`src/rtl/fight_pkg.sv`:
```
// Shared types for the fight match controller: round state encoding and
// round-winner codes used on Round_Winner.
package fight_pkg;

  typedef enum logic [2:0] {
    ST_IDLE       = 3'd0,
    ST_ROUND_INIT = 3'd1,
    ST_COUNTDOWN  = 3'd2,
    ST_FIGHT      = 3'd3,
    ST_ROUND_OVER = 3'd4,
    ST_MATCH_OVER = 3'd5
  } round_state_t;

  localparam logic [1:0] WIN_NONE   = 2'b00;
  localparam logic [1:0] WIN_PLAYER = 2'b01;
  localparam logic [1:0] WIN_NPC    = 2'b10;
  localparam logic [1:0] WIN_DRAW   = 2'b11;

endpackage

```
`src/rtl/round_sequencer_sec_timer.sv`:
```
// Seconds timer: frame down-counter nested under a seconds down-counter.
// A load of N runs for exactly N*FPS cycles; loading 0 parks the timer.
module sec_timer #(
  parameter int FPS = 60
) (
  input  logic       clk_i,
  input  logic       rst_ni,
  input  logic       load_i,
  input  logic [6:0] load_secs_i,
  output logic [6:0] sec_o,
  output logic       expire_o
);

  localparam int FW = (FPS > 1) ? $clog2(FPS) : 1;
  localparam logic [FW-1:0] FRAME_TOP = FW'(FPS - 1);

  logic [FW-1:0] frame_q, frame_d;
  logic [6:0]    sec_q, sec_d;

  // Expiry is the edge on which the last frame of the last second ends.
  assign expire_o = (sec_q == 7'd1) && (frame_q == '0);
  assign sec_o    = sec_q;

  always_comb begin
    sec_d   = sec_q;
    frame_d = frame_q;
    if (load_i) begin
      sec_d   = load_secs_i;
      frame_d = FRAME_TOP;
    end else if (sec_q != 7'd0) begin
      if (frame_q == '0) begin
        sec_d   = sec_q - 7'd1;
        frame_d = (sec_q == 7'd1) ? '0 : FRAME_TOP;
      end else begin
        frame_d = frame_q - FW'(1);
      end
    end
  end

  always_ff @(posedge clk_i or negedge rst_ni) begin
    if (!rst_ni) begin
      sec_q   <= '0;
      frame_q <= '0;
    end else begin
      sec_q   <= sec_d;
      frame_q <= frame_d;
    end
  end

endmodule

```
`src/rtl/round_sequencer.sv`:
```
// Best-of-N match controller: countdown, fight, KO hold and score update per round.
// Define ROUND_SEQUENCER_TIMEOUT_EN to end FIGHT on the round timer as well as on a KO.
module round_sequencer
  import fight_pkg::*;
#(
  parameter int FPS            = 60,
  parameter int COUNTDOWN_SECS = 3,
  parameter int ROUND_SECS     = 60,
  parameter int KO_HOLD_FRAMES = 120,
  parameter int ROUNDS_TO_WIN  = 2,
  parameter int MAX_ROUNDS     = 5
) (
  input  logic       clk_i,
  input  logic       rst_ni,
  input  logic       start_match_i,
  input  logic       abort_i,
  input  logic       player_dead_i,
  input  logic       npc_dead_i,
  input  logic [7:0] player_hp_i,
  input  logic [7:0] npc_hp_i,
  input  logic       match_ack_i,
  output logic       fight_active_o,
  output logic       round_reset_o,
  output logic [2:0] round_num_o,
  output logic [1:0] player_wins_o,
  output logic [1:0] npc_wins_o,
  output logic [1:0] round_winner_o,
  output logic [6:0] sec_left_o,
  output logic       match_win_o,
  output logic       match_lose_o
);

  localparam int HW = (KO_HOLD_FRAMES > 1) ? $clog2(KO_HOLD_FRAMES) : 1;
  localparam logic [HW-1:0] HOLD_LOAD   = HW'(KO_HOLD_FRAMES - 1);
  localparam logic [1:0]    WINS_NEEDED = 2'(ROUNDS_TO_WIN);
  localparam logic [2:0]    ROUND_CAP   = 3'(MAX_ROUNDS);
  localparam logic [6:0]    CD_LOAD     = 7'(COUNTDOWN_SECS);
  localparam logic [6:0]    RS_LOAD     = 7'(ROUND_SECS);

  round_state_t  state_q, state_d;
  logic [2:0]    round_num_q, round_num_d;
  logic [1:0]    player_wins_q, player_wins_d;
  logic [1:0]    npc_wins_q, npc_wins_d;
  logic [1:0]    winner_q, winner_d;
  logic [HW-1:0] hold_q, hold_d;
  logic          match_win_q, match_win_d;
  logic          match_lose_q, match_lose_d;
  logic          fight_active_q, round_reset_q;
  logic [1:0]    outcome;

  logic          tmr_load;
  logic [6:0]    tmr_secs;
  logic [6:0]    tmr_sec;
  logic          tmr_expire;
  logic          show_sec;

  sec_timer #(.FPS(FPS)) u_sec_timer (
    .clk_i       (clk_i),
    .rst_ni      (rst_ni),
    .load_i      (tmr_load),
    .load_secs_i (tmr_secs),
    .sec_o       (tmr_sec),
    .expire_o    (tmr_expire)
  );

`ifdef ROUND_SEQUENCER_TIMEOUT_EN
  assign show_sec = (state_q == ST_COUNTDOWN) || (state_q == ST_FIGHT);
`else
  logic unused_hp;
  assign unused_hp = ^{player_hp_i, npc_hp_i};
  assign show_sec  = (state_q == ST_COUNTDOWN);
`endif

  always_comb begin
    state_d       = state_q;
    round_num_d   = round_num_q;
    player_wins_d = player_wins_q;
    npc_wins_d    = npc_wins_q;
    winner_d      = winner_q;
    hold_d        = hold_q;
    match_win_d   = match_win_q;
    match_lose_d  = match_lose_q;
    outcome       = WIN_NONE;
    tmr_load      = 1'b0;
    tmr_secs      = RS_LOAD;

    unique case (state_q)
      ST_IDLE: begin
        if (start_match_i) begin
          player_wins_d = '0;
          npc_wins_d    = '0;
          round_num_d   = 3'd1;
          state_d       = ST_ROUND_INIT;
        end
      end
      ST_ROUND_INIT: begin
        tmr_load = 1'b1;
        tmr_secs = CD_LOAD;
        state_d  = ST_COUNTDOWN;
      end
      ST_COUNTDOWN: begin
        if (tmr_expire) begin
          state_d = ST_FIGHT;
`ifdef ROUND_SEQUENCER_TIMEOUT_EN
          tmr_load = 1'b1;
`endif
        end
      end
      ST_FIGHT: begin
        // KO checks come first so a KO on the expiry frame beats the timeout.
        if (player_dead_i && npc_dead_i) outcome = WIN_DRAW;
        else if (npc_dead_i)             outcome = WIN_PLAYER;
        else if (player_dead_i)          outcome = WIN_NPC;
`ifdef ROUND_SEQUENCER_TIMEOUT_EN
        else if (tmr_expire) begin
          if (player_hp_i > npc_hp_i)      outcome = WIN_PLAYER;
          else if (player_hp_i < npc_hp_i) outcome = WIN_NPC;
          else                             outcome = WIN_DRAW;
        end
`endif
        if (outcome != WIN_NONE) begin
          winner_d = outcome;
          if (outcome == WIN_PLAYER) player_wins_d = player_wins_q + 2'd1;
          if (outcome == WIN_NPC)    npc_wins_d    = npc_wins_q + 2'd1;
          hold_d  = HOLD_LOAD;
          state_d = ST_ROUND_OVER;
        end
      end
      ST_ROUND_OVER: begin
        if (hold_q == '0) begin
          winner_d = WIN_NONE;
          if ((player_wins_q == WINS_NEEDED) || (npc_wins_q == WINS_NEEDED) ||
              (round_num_q == ROUND_CAP)) begin
            match_win_d  = (player_wins_q > npc_wins_q);
            match_lose_d = !(player_wins_q > npc_wins_q);
            state_d      = ST_MATCH_OVER;
          end else begin
            round_num_d = round_num_q + 3'd1;
            state_d     = ST_ROUND_INIT;
          end
        end else begin
          hold_d = hold_q - HW'(1);
        end
      end
      ST_MATCH_OVER: begin
        if (match_ack_i) begin
          round_num_d   = '0;
          player_wins_d = '0;
          npc_wins_d    = '0;
          match_win_d   = 1'b0;
          match_lose_d  = 1'b0;
          state_d       = ST_IDLE;
        end
      end
      default: state_d = ST_IDLE;
    endcase

    // Abort parks the timer by loading zero seconds.
    if (abort_i) begin
      state_d       = ST_IDLE;
      round_num_d   = '0;
      player_wins_d = '0;
      npc_wins_d    = '0;
      winner_d      = WIN_NONE;
      hold_d        = '0;
      match_win_d   = 1'b0;
      match_lose_d  = 1'b0;
      tmr_load      = 1'b1;
      tmr_secs      = '0;
    end
  end

  always_ff @(posedge clk_i or negedge rst_ni) begin
    if (!rst_ni) begin
      state_q        <= ST_IDLE;
      round_num_q    <= '0;
      player_wins_q  <= '0;
      npc_wins_q     <= '0;
      winner_q       <= WIN_NONE;
      hold_q         <= '0;
      match_win_q    <= 1'b0;
      match_lose_q   <= 1'b0;
      fight_active_q <= 1'b0;
      round_reset_q  <= 1'b0;
    end else begin
      state_q        <= state_d;
      round_num_q    <= round_num_d;
      player_wins_q  <= player_wins_d;
      npc_wins_q     <= npc_wins_d;
      winner_q       <= winner_d;
      hold_q         <= hold_d;
      match_win_q    <= match_win_d;
      match_lose_q   <= match_lose_d;
      fight_active_q <= (state_d == ST_FIGHT);
      round_reset_q  <= (state_d == ST_ROUND_INIT);
    end
  end

  assign fight_active_o = fight_active_q;
  assign round_reset_o  = round_reset_q;
  assign round_num_o    = round_num_q;
  assign player_wins_o  = player_wins_q;
  assign npc_wins_o     = npc_wins_q;
  assign round_winner_o = winner_q;
  assign sec_left_o     = show_sec ? tmr_sec : 7'd0;
  assign match_win_o    = match_win_q;
  assign match_lose_o   = match_lose_q;

endmodule

```
`config.mk`:
```
export PLATFORM = sky130hd
export DESIGN_NAME = round_sequencer
export DESIGN_NICKNAME = d
export VERILOG_FILES = /design/src/rtl/fight_pkg.sv /design/src/rtl/round_sequencer_sec_timer.sv /design/src/rtl/round_sequencer.sv
export SDC_FILE = /design/constraint.sdc
export NUM_CORES = 1
export LEC_CHECK = 0
export CORE_ASPECT_RATIO = 1.5
export CORE_UTILIZATION = 45
export DETAILED_ROUTE_END_ITERATION = 16
export HOLD_SLACK_MARGIN = 0.05
export PLACE_DENSITY = 0.77
export SLEW_MARGIN = 10
export SYNTH_ARGS = -nofsm -noshare
export SYNTH_HDL_FRONTEND = slang
export SYNTH_SLANG_ARGS = --single-unit
```
`constraint.sdc`:
```
create_clock -name clk_i -period 2.4 [get_ports clk_i]
set_input_delay 0.36 -clock clk_i [delete_from_list [all_inputs] [get_ports clk_i]]
set_output_delay 0.36 -clock clk_i [all_outputs]
set_load 0.05 [all_outputs]
```
; ---- Yosys cells after proc, flatten, opt, wreduce, memory -nomap -nowiden
; Index checks and enable logic that the tools add are counted.
; Widths: inputs -> output; s select.
[op_classes]
magnitude_cmp = 1
n_addsub = 6
n_mux = 57
eq_ne = 22
reduce_logical = 23
[ops]
columns = cell, count
row1 = $mux 7, 8
row2 = $mux 3, 12
row3 = $mux 2, 15
row4 = $mux 6, 5
row5 = $ne 3x3->1 const B, 9
row6 = $pmux 3 s6, 1
row7 = $reduce_and 5->1, 3
row8 = $pmux 7 s2, 1
row9 = $sub 7x1->7 const B, 2
row10 = $pmux 2 s3, 2
row11 = $eq 3x2->1 const B, 3
row12 = $eq 3x3->1 const B, 3
row13 = $mux 1, 9
row14 = $pmux 3 s3, 1
row15 = $reduce_bool 4->1, 2
row16 = $eq 7x1->1 const B, 1
row17 = $logic_not 7->1, 1
row18 = $reduce_bool 7->1, 1
row19 = $eq 2x2->1 const B, 3
row20 = $eq 3x1->1 const B, 2
row21 = $logic_not 6->1, 1
row22 = $reduce_and 3->1, 2
row23 = $reduce_bool 2->1, 3
row24 = $reduce_bool 3->1, 2
row25 = other kinds (13), 17
[word_totals]
wordCells = 121
inputBits = 23
reg_bits = 36

; ---- Depth between registers and ports, before layout
[logic_depth]
ltp_word = 9
ltp_mapped = 6
mapped_depth_nobuf = 6

; ---- Cells and area by module
; Synthesis repeated with hierarchy kept, for this count alone.
[hier_totals]
cells_unflattened = 253
hier_area_um2 = 2397.3
[by_module_without_submodules]
columns = module, instances, cells_per_inst, area_each_um2, seq_area_each_um2
row1 = round_sequencer, 1, 165, 1575.3, 575.6
row2 = sec_timer, 1, 88, 822.0, 325.3

; ---- Worst setup path before layout
; OpenSTA, ideal clock, no wires.
[synth_timing]
kind = flip-flop to flip-flop
start = register player_wins_q[0] (netlist: player_wins_o[0])
end = register round_num_q[2] (netlist: round_num_o[2])
synth_period_minus_slack_ns = 2.392
setup_ns = 0.078
n_path_buf = 0
setup_slack_ns = 0.008
stages_incl_launch_ff = 7
t_arrival_ns = 2.314
path_cell_list = dfrtp_1 inv_1 ha_1 a211oi_1 nand3_1 or4b_2 a21oi_1
[synth_between]
elab_chain_len = 5
[synth_lines]
columns = item, line
row1 = "start, declared", round_sequencer.sv:42  ; logic [1:0] player_wins_q, player_wins_d;
row2 = "start signal, assigned", round_sequencer.sv:188  ; player_wins_q <= player_wins_d;
row3 = $eq 2x2->1, round_sequencer.sv:132  ; if ((player_wins_q == WINS_NEEDED) || (npc_wins_q == WINS_NEEDED) ||
row4 = $logic_or 1x1->1 (2 in series), round_sequencer.sv:132
row5 = $ne 3x3->1 (no line), n/a
row6 = $reduce_and 5->1 (no line), n/a
row7 = "end signal, assigned", round_sequencer.sv:187  ; round_num_q <= round_num_d;
row8 = "end, declared", round_sequencer.sv:41  ; logic [2:0] round_num_q, round_num_d;
; Every way passes these cells.
; A chain may end at the register's enable or synchronous reset.

; ---- Worst setup path after layout
[layout_timing]
start = register hold_q[0]
end = register match_lose_q (netlist: match_lose_o)
[layout_between]
elab_chain_len = 3
[layout_lines]
columns = item, line
row1 = "start, declared", round_sequencer.sv:45  ; logic [HW-1:0] hold_q, hold_d;
row2 = "start signal, assigned", round_sequencer.sv:191  ; hold_q <= hold_d;
row3 = $logic_not 7->1, round_sequencer.sv:130  ; if (hold_q == '0) begin
row4 = $ne 3x3->1 (no line), n/a
row5 = $reduce_and 4->1 (no line), n/a
row6 = "end signal, assigned", round_sequencer.sv:193  ; match_lose_q <= match_lose_d;
row7 = "end, declared", round_sequencer.sv:47  ; logic match_lose_q, match_lose_d;
; Every way passes these cells.

==> impl_metrics.toml <==
[outcome]
status = "finished, final reports clean"

[die]
io_pins = 43
core_mm2 = 0.004887
die_w_um = 60.48
start_util_pct = 47.24
die_area_mm2 = 0.005426
fp-row-count = 31
die_h_um = 89.72

[worst_setup_path]
cp.arrival_ns = 2.45
cp.required_ns = 2.58
crit_fanout = 5
criticalPathCategory = "register to register"
critPathCaptureType = "register"
cp-start-kind = "register"

[sta]
setup_violations = 0
finalClockSkew_ns = 0.003449
finalMaxSlewViolations = 0
rsz0062_at_grt = "no"
tightest_slew_ns = 0.8127
fmax_ghz = 0.4413
hold_viol_final = 0
tns_ns = 0
setup_ws_ns = 0.1342
period_minus_slack_ns = 2.266
fin_crit_sh_pct = 94.41
maxSlewHeadroom_pct = 45.82

[clock_network]
cts_buffers = 5
cts_setup_buffers = 0
ctsLongestPathBuffers = 2
clock_sink_count = 36
ctsResizeCount = 0
holdBufCountCts = 0
clkLatencyLatePin_ns = 0.29
cts_tree = "yes"
cts-root-buf = "clkbuf_8"
htreeDepth = 2
cts.clk_slew.worst_paths_ns = 0.07

[route]
vias = 2069
drt-initial-drc-count = 98
drt.antenna.violating_nets = 0
via_per_inst = 5.945
routed_wl_um = 5420
drc = 0
routedWlPerCell_um = 15.57
firstDrtPassIters = 6

[placement]
pre_cts_ws_ns = 0.1450
port_buffers = 26
dp_hpwl_um = 4043
place.gp.congestion = 0.8132
dp.cells = 340

[grt]
grt_pass1_vias = 2032
grtUsageTotal_pct = 21.88
grt_max_degree = 37
grt_pass1_wl_um = 9128
antenna_found_initial = 0
gr-total-overflow = 0

[logic_synthesis]
synth-seq-cells = 36
yosysWarnings = 0
yosysUniqueCellTypes = 57
synth_area_mm2 = 0.002308
ys_top_cells_by_area = "dfrtp_1 39%, ha_1 6.5%, a21oi_1 3.9%"
synthCells = 244
synth.avg_cell_area_um2 = 9.461
ys.flop_type = "dfrtp_1"
synth_top_cell_by_area = "dfrtp_1"
synth_nets = 279
ys_seq_area_share_pct = 39.02
synth.top_cell.area_share_pct = 39.02
async_reset_ff_share_pct = 100.0
synth_edf_count = 0

[pwr]
p_per_area_mw_per_mm2 = 480.1
p_leak_nw = 1.233
peakVddDrop_mv = 0.3705

[worst_hold_path]
min_path_type = "input port to async pin"

[cells_and_area]
layout_common_cells = "36 x dfrtp_1, 18 x a21oi_1, 18 x clkdlybuf4s50_1"
nNetsFinal = 316
diodes = 0
final_cells = 348
layout-drive-gt1-share_pct = 17.02
final_common_cell = "dfrtp_1"
area_growth_syn_to_layout_pct = 25.09
final_util_pct = 59.09

[job]
cap_viol_max_count = 0
## kinds of logic after synthesis
| family | share of synthesized area [%] |
|---|---|
| simple gates | 22.22 |
| compound gates | 24.88 |
| flops | 39.02 |
| buf+inv | 4.769 |
| fa+ha+maj | 6.504 |
| mux | 1.843 |
| xor+xnor | 0.7589 |
## where the power goes
| group | leakage [nW] | internal, mW | switching [mW] | total (mW) |
|---|---|---|---|---|
| clock network | 0.0510 | 0.229 | 0.221 | 0.450 |
| logic | 0.722 | 0.112 | 0.168 | 0.280 |
| registers | 0.461 | 0.632 | 0.0241 | 0.656 |
| total | 1.23 | 0.973 | 0.413 | 1.39 |
## worst max-delay path: stages (launching register included)
cell and delay, ns:
dfrtp_1 0.41, inv_1 0.07, ha_1 0.19, or3b_2 0.52, o41ai_2 0.53, nand2_1 0.10
o41ai_1 0.33
## flip-flops by register name (all words and copies together) (netlist names)
name,flops
fight_active_o,1
hold_q,7
match_lose_o,1
match_win_o,1
npc_wins_o,2
player_wins_o,2
round_num_o,3
round_reset_o,1
round_winner_o,2
state_q,3
u_sec_timer.frame_q,6
u_sec_timer.sec_o,7
## per-stage QoR
stage	power, mW	cell area (um^2)	hold WS [ns]
global route	1.452	2888	0.2243
detailed placement	0.9486	2795	0.4921
finish	1.386	2888	0.1450
floorplan	0.8437	2308	0.06441
CTS	1.400	2888	0.1768
global placement	0.9418	2795	0.4909
## path summary, 6_finish.rpt
path | startpoint | to | slack, ns | depth (start not counted)
setup / recovery | hold_q[0]$_DFFE_PN0P_ | match_lose_o$_DFFE_PN0P_ | 0.13 | 6
hold / removal | rst_ni | u_sec_timer.sec_o[5]$_DFFE_PN0P_ | 0.15 | 1
setup reg to reg | hold_q[0]$_DFFE_PN0P_ | match_lose_o$_DFFE_PN0P_ | 0.13 | 6
hold reg to reg | player_wins_o[0]$_DFFE_PN0P_ | player_wins_o[0]$_DFFE_PN0P_ | 0.52 | 1
max in group asynchronous | rst_ni | u_sec_timer.sec_o[0]$_DFFE_PN0P_ | 1.73 | 1
min in group clk_i | player_wins_o[0]$_DFFE_PN0P_ | player_wins_o[0]$_DFFE_PN0P_ | 0.52 | 1
## Yosys cell counts (all sizes together) (6+ instances only)
library cell / count
and2: 8
o22ai: 6
nor2: 13
dfrtp: 36
inv: 17
clkbuf: 8
nor3b: 6
nand2: 12
or3: 7
o21ai: 8
nand2b: 6
a21oi: 18
ha: 12
## metal layers
layer / routed length, um / up-vias / track usage, %
met5: 0 / - / 0
met4: 138 / 0 / 9.091
met3: 178 / 13 / 3.453
met2: 3031 / 50 / 38.37
met1: 2071 / 1004 / 25.21
li1: - / 1002 / -
## final cells by class
type                            count  area [um^2]
Clock inverter                      2        10.01
Inverter                           17        63.81
Fill cell                         436         1999
Sequential cell                    36        900.9
Clock buffer                        6        82.58
Timing Repair Buffer               41        450.4
Multi-Input combinational cell    180         1297
Tap cell                           66        82.58
Note: power is estimated with default switching activity, not from simulation.
